`src/rtl/seq_shift_add_mul.sv`:
```
// Iterative shift-add multiplier, WIDTH-bit signed/unsigned operands, valid/ready in and out.
// Optional early termination when no multiplier bits remain: define MUL_EARLY_TERM_EN.
module seq_shift_add_mul #(
  parameter int WIDTH = 8
) (
  input  logic                 clk,
  input  logic                 rst,
  input  logic                 in_valid,
  output logic                 in_ready,
  input  logic [WIDTH-1:0]     a,
  input  logic [WIDTH-1:0]     b,
  input  logic                 is_signed,
  output logic                 out_valid,
  input  logic                 out_ready,
  output logic [2*WIDTH-1:0]   product,
  output logic                 busy
);

  localparam int CW = $clog2(WIDTH);
  localparam logic [CW-1:0] LAST_CNT = CW'(WIDTH - 1);

  typedef enum logic [1:0] {S_IDLE, S_RUN, S_DONE} state_t;

  state_t               r_state;
  state_t               w_state_next;
  logic [2*WIDTH-1:0]   r_mcand;
  logic [WIDTH-1:0]     r_mult;
  logic [2*WIDTH-1:0]   r_acc;
  logic [CW-1:0]        r_cnt;
  logic                 r_neg;
  logic [2*WIDTH-1:0]   r_product;

  logic                 w_accept;
  logic                 w_last;
  logic [WIDTH-1:0]     w_a_mag;
  logic [WIDTH-1:0]     w_b_mag;
  logic [2*WIDTH-1:0]   w_acc_sum;

  // The most-negative operand negates to itself, which is the correct unsigned magnitude.
  assign w_a_mag   = (is_signed && a[WIDTH-1]) ? (~a + WIDTH'(1)) : a;
  assign w_b_mag   = (is_signed && b[WIDTH-1]) ? (~b + WIDTH'(1)) : b;
  assign w_accept  = in_valid && (r_state == S_IDLE);
  assign w_acc_sum = r_mult[0] ? (r_acc + r_mcand) : r_acc;

`ifdef MUL_EARLY_TERM_EN
  assign w_last = (r_cnt == LAST_CNT) || ((r_mult >> 1) == '0);
`else
  assign w_last = (r_cnt == LAST_CNT);
`endif

  always_ff @(posedge clk) begin
    if (rst) begin
      r_state <= S_IDLE;
    end else begin
      r_state <= w_state_next;
    end
  end

  always_comb begin
    w_state_next = r_state;
    case (r_state)
      S_IDLE: if (w_accept) w_state_next = S_RUN;
      S_RUN:  if (w_last) w_state_next = S_DONE;
      S_DONE: if (out_ready) w_state_next = S_IDLE;
      default: w_state_next = S_IDLE;
    endcase
  end

  always_ff @(posedge clk) begin
    if (rst) begin
      r_mcand   <= '0;
      r_mult    <= '0;
      r_acc     <= '0;
      r_cnt     <= '0;
      r_neg     <= 1'b0;
      r_product <= '0;
    end else begin
      case (r_state)
        S_IDLE: begin
          if (w_accept) begin
            r_mcand <= {{WIDTH{1'b0}}, w_a_mag};
            r_mult  <= w_b_mag;
            r_acc   <= '0;
            r_cnt   <= '0;
            r_neg   <= is_signed && (a[WIDTH-1] ^ b[WIDTH-1]);
          end
        end
        S_RUN: begin
          r_acc   <= w_acc_sum;
          r_mcand <= r_mcand << 1;
          r_mult  <= r_mult >> 1;
          r_cnt   <= r_cnt + CW'(1);
          if (w_last) begin
            r_product <= r_neg ? (~w_acc_sum + (2*WIDTH)'(1)) : w_acc_sum;
          end
        end
        default: ;
      endcase
    end
  end

  assign in_ready  = (r_state == S_IDLE);
  assign out_valid = (r_state == S_DONE);
  assign busy      = (r_state != S_IDLE);
  assign product   = r_product;

endmodule

```
`config.mk`:
```
export PLATFORM = sky130hd
export DESIGN_NAME = seq_shift_add_mul
export DESIGN_NICKNAME = d
export VERILOG_FILES = /design/src/rtl/seq_shift_add_mul.sv
export SDC_FILE = /design/constraint.sdc
export NUM_CORES = 1
export LEC_CHECK = 0
export CAP_MARGIN = 20
export CORE_MARGIN = 3
export CORE_UTILIZATION = 25
export CTS_CLUSTER_DIAMETER = 80
export DETAILED_ROUTE_END_ITERATION = 16
export GPL_ROUTABILITY_DRIVEN = 0
export SLEW_MARGIN = 25
export SYNTH_ARGS = -nofsm -noshare
export SYNTH_HDL_FRONTEND = slang
export SYNTH_SLANG_ARGS = --single-unit
```
`constraint.sdc`:
```
create_clock -name clk -period 3 [get_ports clk]
set_input_delay 0.6 -clock clk [delete_from_list [all_inputs] [get_ports clk]]
set_output_delay 0.6 -clock clk [all_outputs]
set_load 0.05 [all_outputs]
```
After elaboration in Yosys (flattened, before gate mapping)
Index checks and enable logic that the tools add are counted.
Cells by class
  bitwise gates (word level): 4
  shift-type cells: 0
  reduce and logical (&&, ||, !) cells: 11
  multiply operators: 0
  muxes and demuxes: 16
  div/mod/pow operators: 0
  $add $sub $neg: 5
  order comparisons: 0
  equal/unequal tests: 6
Operator list (number)
  16-bit 2-to-1 mux: 4
  16-bit one-hot mux with 2 select lines: 2
  8-bit 2-to-1 mux: 3
  16-bit by 1-bit adder with 16-bit output, second input constant: 1
  16-bit adder: 1
  8-bit by 1-bit adder with 8-bit output, second input constant: 2
  16-bit NOT: 1
  8-bit NOT: 2
  8-bit one-hot mux with 2 select lines: 1
  2-bit 2-to-1 mux: 3
  2-bit one-hot mux with 3 select lines: 1
  3-bit one-hot mux with 2 select lines: 1
  2-bit AND reduction: 3
  1-bit logical AND: 4
  2-bit by 1-bit != test with 1-bit output, second input constant: 2
  2-bit nonzero test: 2
  3-bit by 1-bit adder with 3-bit output, second input constant: 1
  3-bit equality test, second input constant: 1
  3-bit 2-to-1 mux: 1
  3-bit AND reduction: 1
  2-bit by 1-bit equality test with 1-bit output, second input constant: 1
  2-bit equality test, second input constant: 1
  2-bit logical NOT: 1
  2-bit != test, second input constant: 1
  1-bit bitwise XOR: 1
Word-level totals
  memory bits (read-only): 0
  bits in writable memories: 0
  bits in registers: 62
  output and inout port bits: 19
  latch bits: 0
  logic and storage cells: 49
  memories: 0

Longest topological paths before layout
  depth in word-level cells: 5
  depth in mapped cells: 11
  mapped depth without buffers: 11

Worst setup path before layout
OpenSTA, ideal clock, no wires.
  kind: register to register
  start point: reg r_mcand[0]
  end point: reg r_product[15], in the netlist product[15]
  data arrival time: 2645 ps
  period minus slack after synthesis: 2708 ps
  cell stages (with the launch flop): 12
  slack: 292 ps
  path through: dfxtp_1 ha_1 fa_1 a211oi_2 o211ai_2 and4b_1 nor3_1 nand2_1 or3_1 o31ai_2 and3_1 nand3b_1
On the way
  word-level cells in the longest chain between the ends: 5
Ends and longest elaborated chain
  from (decl): RTL line 26  | logic [2*WIDTH-1:0] r_mcand;
  from (signal assigned): RTL line 81  | r_mcand <= {{WIDTH{1'b0}}, w_a_mag};
  from (signal assigned): RTL line 90  | r_mcand <= r_mcand << 1;
  16-bit adder (*): RTL line 43  | assign w_acc_sum = r_mult[0] ? (r_acc + r_mcand) : r_acc;
  16-bit 2-to-1 mux (*): RTL line 43
  16-bit NOT: RTL line 94  | r_product <= r_neg ? (~w_acc_sum + (2*WIDTH)'(1)) : w_acc_sum;
  16-bit by 1-bit adder with 16-bit output: RTL line 94
  16-bit 2-to-1 mux (*): RTL line 94
  to (signal assigned): RTL line 94
  to (decl): RTL line 31  | logic [2*WIDTH-1:0] r_product;
Every way passes the cells marked *; elsewhere a longest branch is shown, timed or not.
A chain may end at the register's enable or synchronous reset.

Worst setup path after layout
Same ends and word-level chain as after synthesis.

==> impl_metrics.yaml <==
grt:
  grt_max_degree: 42
  grt_use_total: 0.116
  grt.overflow.total: 0
  grt_pass1_wl_mm: 17.2
  antenna_found_initial: 0
  grt_pass1_vias: 3646
clocking:
  cts_tree: "built"
  clockBufferDepth: 2
  clock_sinks: 62
  insertion_delay_ns: 0.33
  clkSlewWorstSetupHoldPaths_ns: 0.05
  ctsHtreeMaxLevel: 3
  cts-root-buf: "clkbuf_16"
  cts_buffers: 9
timing:
  fin_crit_ns: 2.88
  fin_tns_setup_ns: 0
  tightest_slew_ns: 0.826
  setup_violations: 0
  finalHoldViolations: 0
  fin_skew_ns: 0.00631
  fmax_ghz: 0.347
  period_share: 0.960
  drv_slew: 0
  max-slew-margin-rel: 0.448
  rsz0062_at_grt: "true"
run_status:
  status: "complete, no violations"
place:
  dp_cells: 747
  place_hpwl_mm: 7.29
  port-buffer-count: 39
  placedInstanceArea_um2: 4600
synthesis:
  yosysWarnings: 0
  syn_inst: 514
  synth_area_um2: 3990
  synth_seq_area_share: 0.311
  ys.flop_type: "dfxtp_1"
  synth.avg_cell_area_um2: 7.76
  synth_top_area_cell: "dfxtp_1"
  synth_nets: 556
  synthTopCellsByArea: "dfxtp_1 31%, a21oi_1 8.0%, nand2_1 6.9%, ha_1 6.3%, nor2_1 4.5%"
  synth-seq-cells: 62
  synth-edff-count: 0
  synth.top_cell.area_share: 0.311
  async_reset_ff_frac: 0
  netlist-cell-type-count: 66
worst_setup_path:
  startpoint_type: "flop"
  critPathMaxFanout: 5
  rrSetupSlack_ns: 0.12
  end_kind: "flop"
  r2r_cells: 11
  crit_type: "reg -> reg"
  arrival_ns: 3.15
  reg2reg_from: "r_mcand[0]"
  r2r_end: "product[15]"
  required_ns: 3.27
power:
  vdd_drop_max_uv: 207
  p_leak_uw: 0.00181
  powerDensity_nw_per_um2: 432
route:
  route.met2.wl_mm: 4.80
  top_layer_used: "met4"
  m1WireLength_mm: 4.73
  drc: 0
  drtIter0Drc: 247
  totalWireLength_mm: 10.1
  firstDrtPassIters: 4
  vias_per_cell: 4.92
  vias: 3755
  wl_per_cell_um: 13.2
  ant_nets: 0
  wl_met3_um: 489
floorplanning:
  dieArea_um2: 17500
  num_rows: 45
  io_pins: 40
  fp.dieW_um: 132
  core_um2: 15400
  floorplan.initialDensity: 0.259
  die_y_um: 132
min_path:
  hp-start: "product[6]"
  worstHoldEndpoint: "product[6]"
  hp-class: "reg -> reg"
  min_path_cells: 2
layout:
  nNetsFinal: 589
  area_growth_pct: 24.0
  antenna_cells: 0
  fin_area_um2: 4950
  stdcell_count: 763
  drive_gt1_frac: 0.0996
job:
  maxCapViolations: 0
-- cell usage in the layout (no fill, tap or decap), types with 3 or more instances in the layout --
cell type,Yosys,routed
nor3_1,8,7
nand4_1,4,4
nand2b_1,7,7
buf_4,2,13
and3_1,4,4
clkdlybuf4s50_1,0,38
a211oi_1,6,6
xnor2_1,12,12
nor2_1,48,48
ha_1,20,17
dfxtp_1,62,62
a22oi_1,9,9
nand3_1,29,29
a21oi_2,2,3
clkbuf_16,0,9
ha_2,0,3
nand3b_1,7,7
clkbuf_1,23,3
or3_1,10,10
a21oi_1,64,63
nand2_1,73,73
and2_1,3,3
o21ai_1,4,4
a21o_1,4,4
nand4b_1,3,3
xor2_1,12,12
mux2i_1,4,4
o211ai_1,3,3
o21ai_0,16,16
inv_1,11,11
a221oi_1,4,4
a31oi_1,10,10
-- layout make-up --
class | count | area (um2)
clock buffers | 12 | 236
clock inverters | 4 | 47.5
fillers | 1638 | 10500
inverters | 11 | 41.3
multi-input cells | 411 | 2630
flip-flops and latches | 62 | 1240
well taps | 211 | 264
repair buffers | 52 | 483
-- flip-flops by register name (all words and copies together) (netlist names) --
name     count
product     16
r_acc       16
r_cnt        3
r_mcand     16
r_mult       8
r_neg        1
r_state      2
-- routing by layer --
| layer | up-vias | track usage |
|---|---|---|
| li1 | 1922 | - |
| met1 | 1745 | 0.149 |
| met2 | 84 | 0.198 |
| met3 | 4 | 0.0210 |
| met4 | 0 | 0.0398 |
| met5 | - | 0 |
-- metrics by stage --
step | utilization | hold slack (ns) | total power (uW) | worst slack, ns
2_1_floorplan | - | 0.432 | 1050 | 0.292
3_3_place_gp | 0.298 | 0.442 | 1140 | 0.109
3_5_place_dp | 0.298 | 0.446 | 1150 | 0.0808
4_1_cts | 0.317 | 0.453 | 2160 | 0.0768
5_1_grt | 0.321 | 0.490 | 2230 | -0.0154
6_report | 0.321 | 0.450 | 2130 | 0.121
-- report_power, final --
group          internal (uW)  switching, uW
Sequential               844           19.0
Combinational            106            164
Clock                    640            361
Total                   1590            545
-- logic make-up (layout without fill, tap and decap cells) --
kind of cell / count (synthesis) / count (layout) / synth area share
AO/OA/AOI/OAI: 147 / 147 / 0.242
XOR/XNOR: 24 / 24 / 0.0527
adder cells (fa/ha/maj): 21 / 21 / 0.0678
buffers and inverters: 41 / 79 / 0.0452
flip-flops: 62 / 62 / 0.311
multiplexers: 8 / 8 / 0.0260
AND/OR/NAND/NOR: 211 / 211 / 0.256
-- repair_timing --
item / in CTS / in global routing
setup buffers: 0 / 0
gates resized for setup: 0 / 12
hold buffers: 0 / 0
endpoints found under the setup margin: 0 / 5
-- cells in the mapped netlist (9+ instances only) --
cell	n
nor2_1	48
a31oi_1	10
a21oi_1	64
inv_1	11
xor2_1	12
o21ai_0	16
xnor2_1	12
a22oi_1	9
dfxtp_1	62
nand3_1	29
nand2_1	73
or3_1	10
ha_1	20
clkbuf_1	23
-- worst max-delay path, cell delays in order, from the launching register on --
cell and delay (ns):
dfxtp_1 0.32, ha_2 0.23, fa_2 0.42, a211oi_4 0.31, o21ai_1 0.11, xor2_1 0.19
mux2i_4 0.22, nand3_1 0.18, or3_1 0.37, o31ai_2 0.20, and3_1 0.17, nand3b_1 0.09
-- worst max-delay path by stage --
stage | from | slack [ns] | endpoint | depth (start not counted)
6_report | r_mcand[0] | 0.12 | product[15] | 11
3_5_place_dp | r_mcand[0] | 0.08 | product[15] | 11
5_1_grt | r_mcand[0] | -0.02 | product[13] | 11
3_3_place_gp | r_mcand[0] | 0.11 | product[15] | 11
2_1_floorplan | r_mcand[0] | 0.29 | product[15] | 11
4_1_cts | r_mcand[0] | 0.08 | product[15] | 11
(Power assumes the default switching activity.)
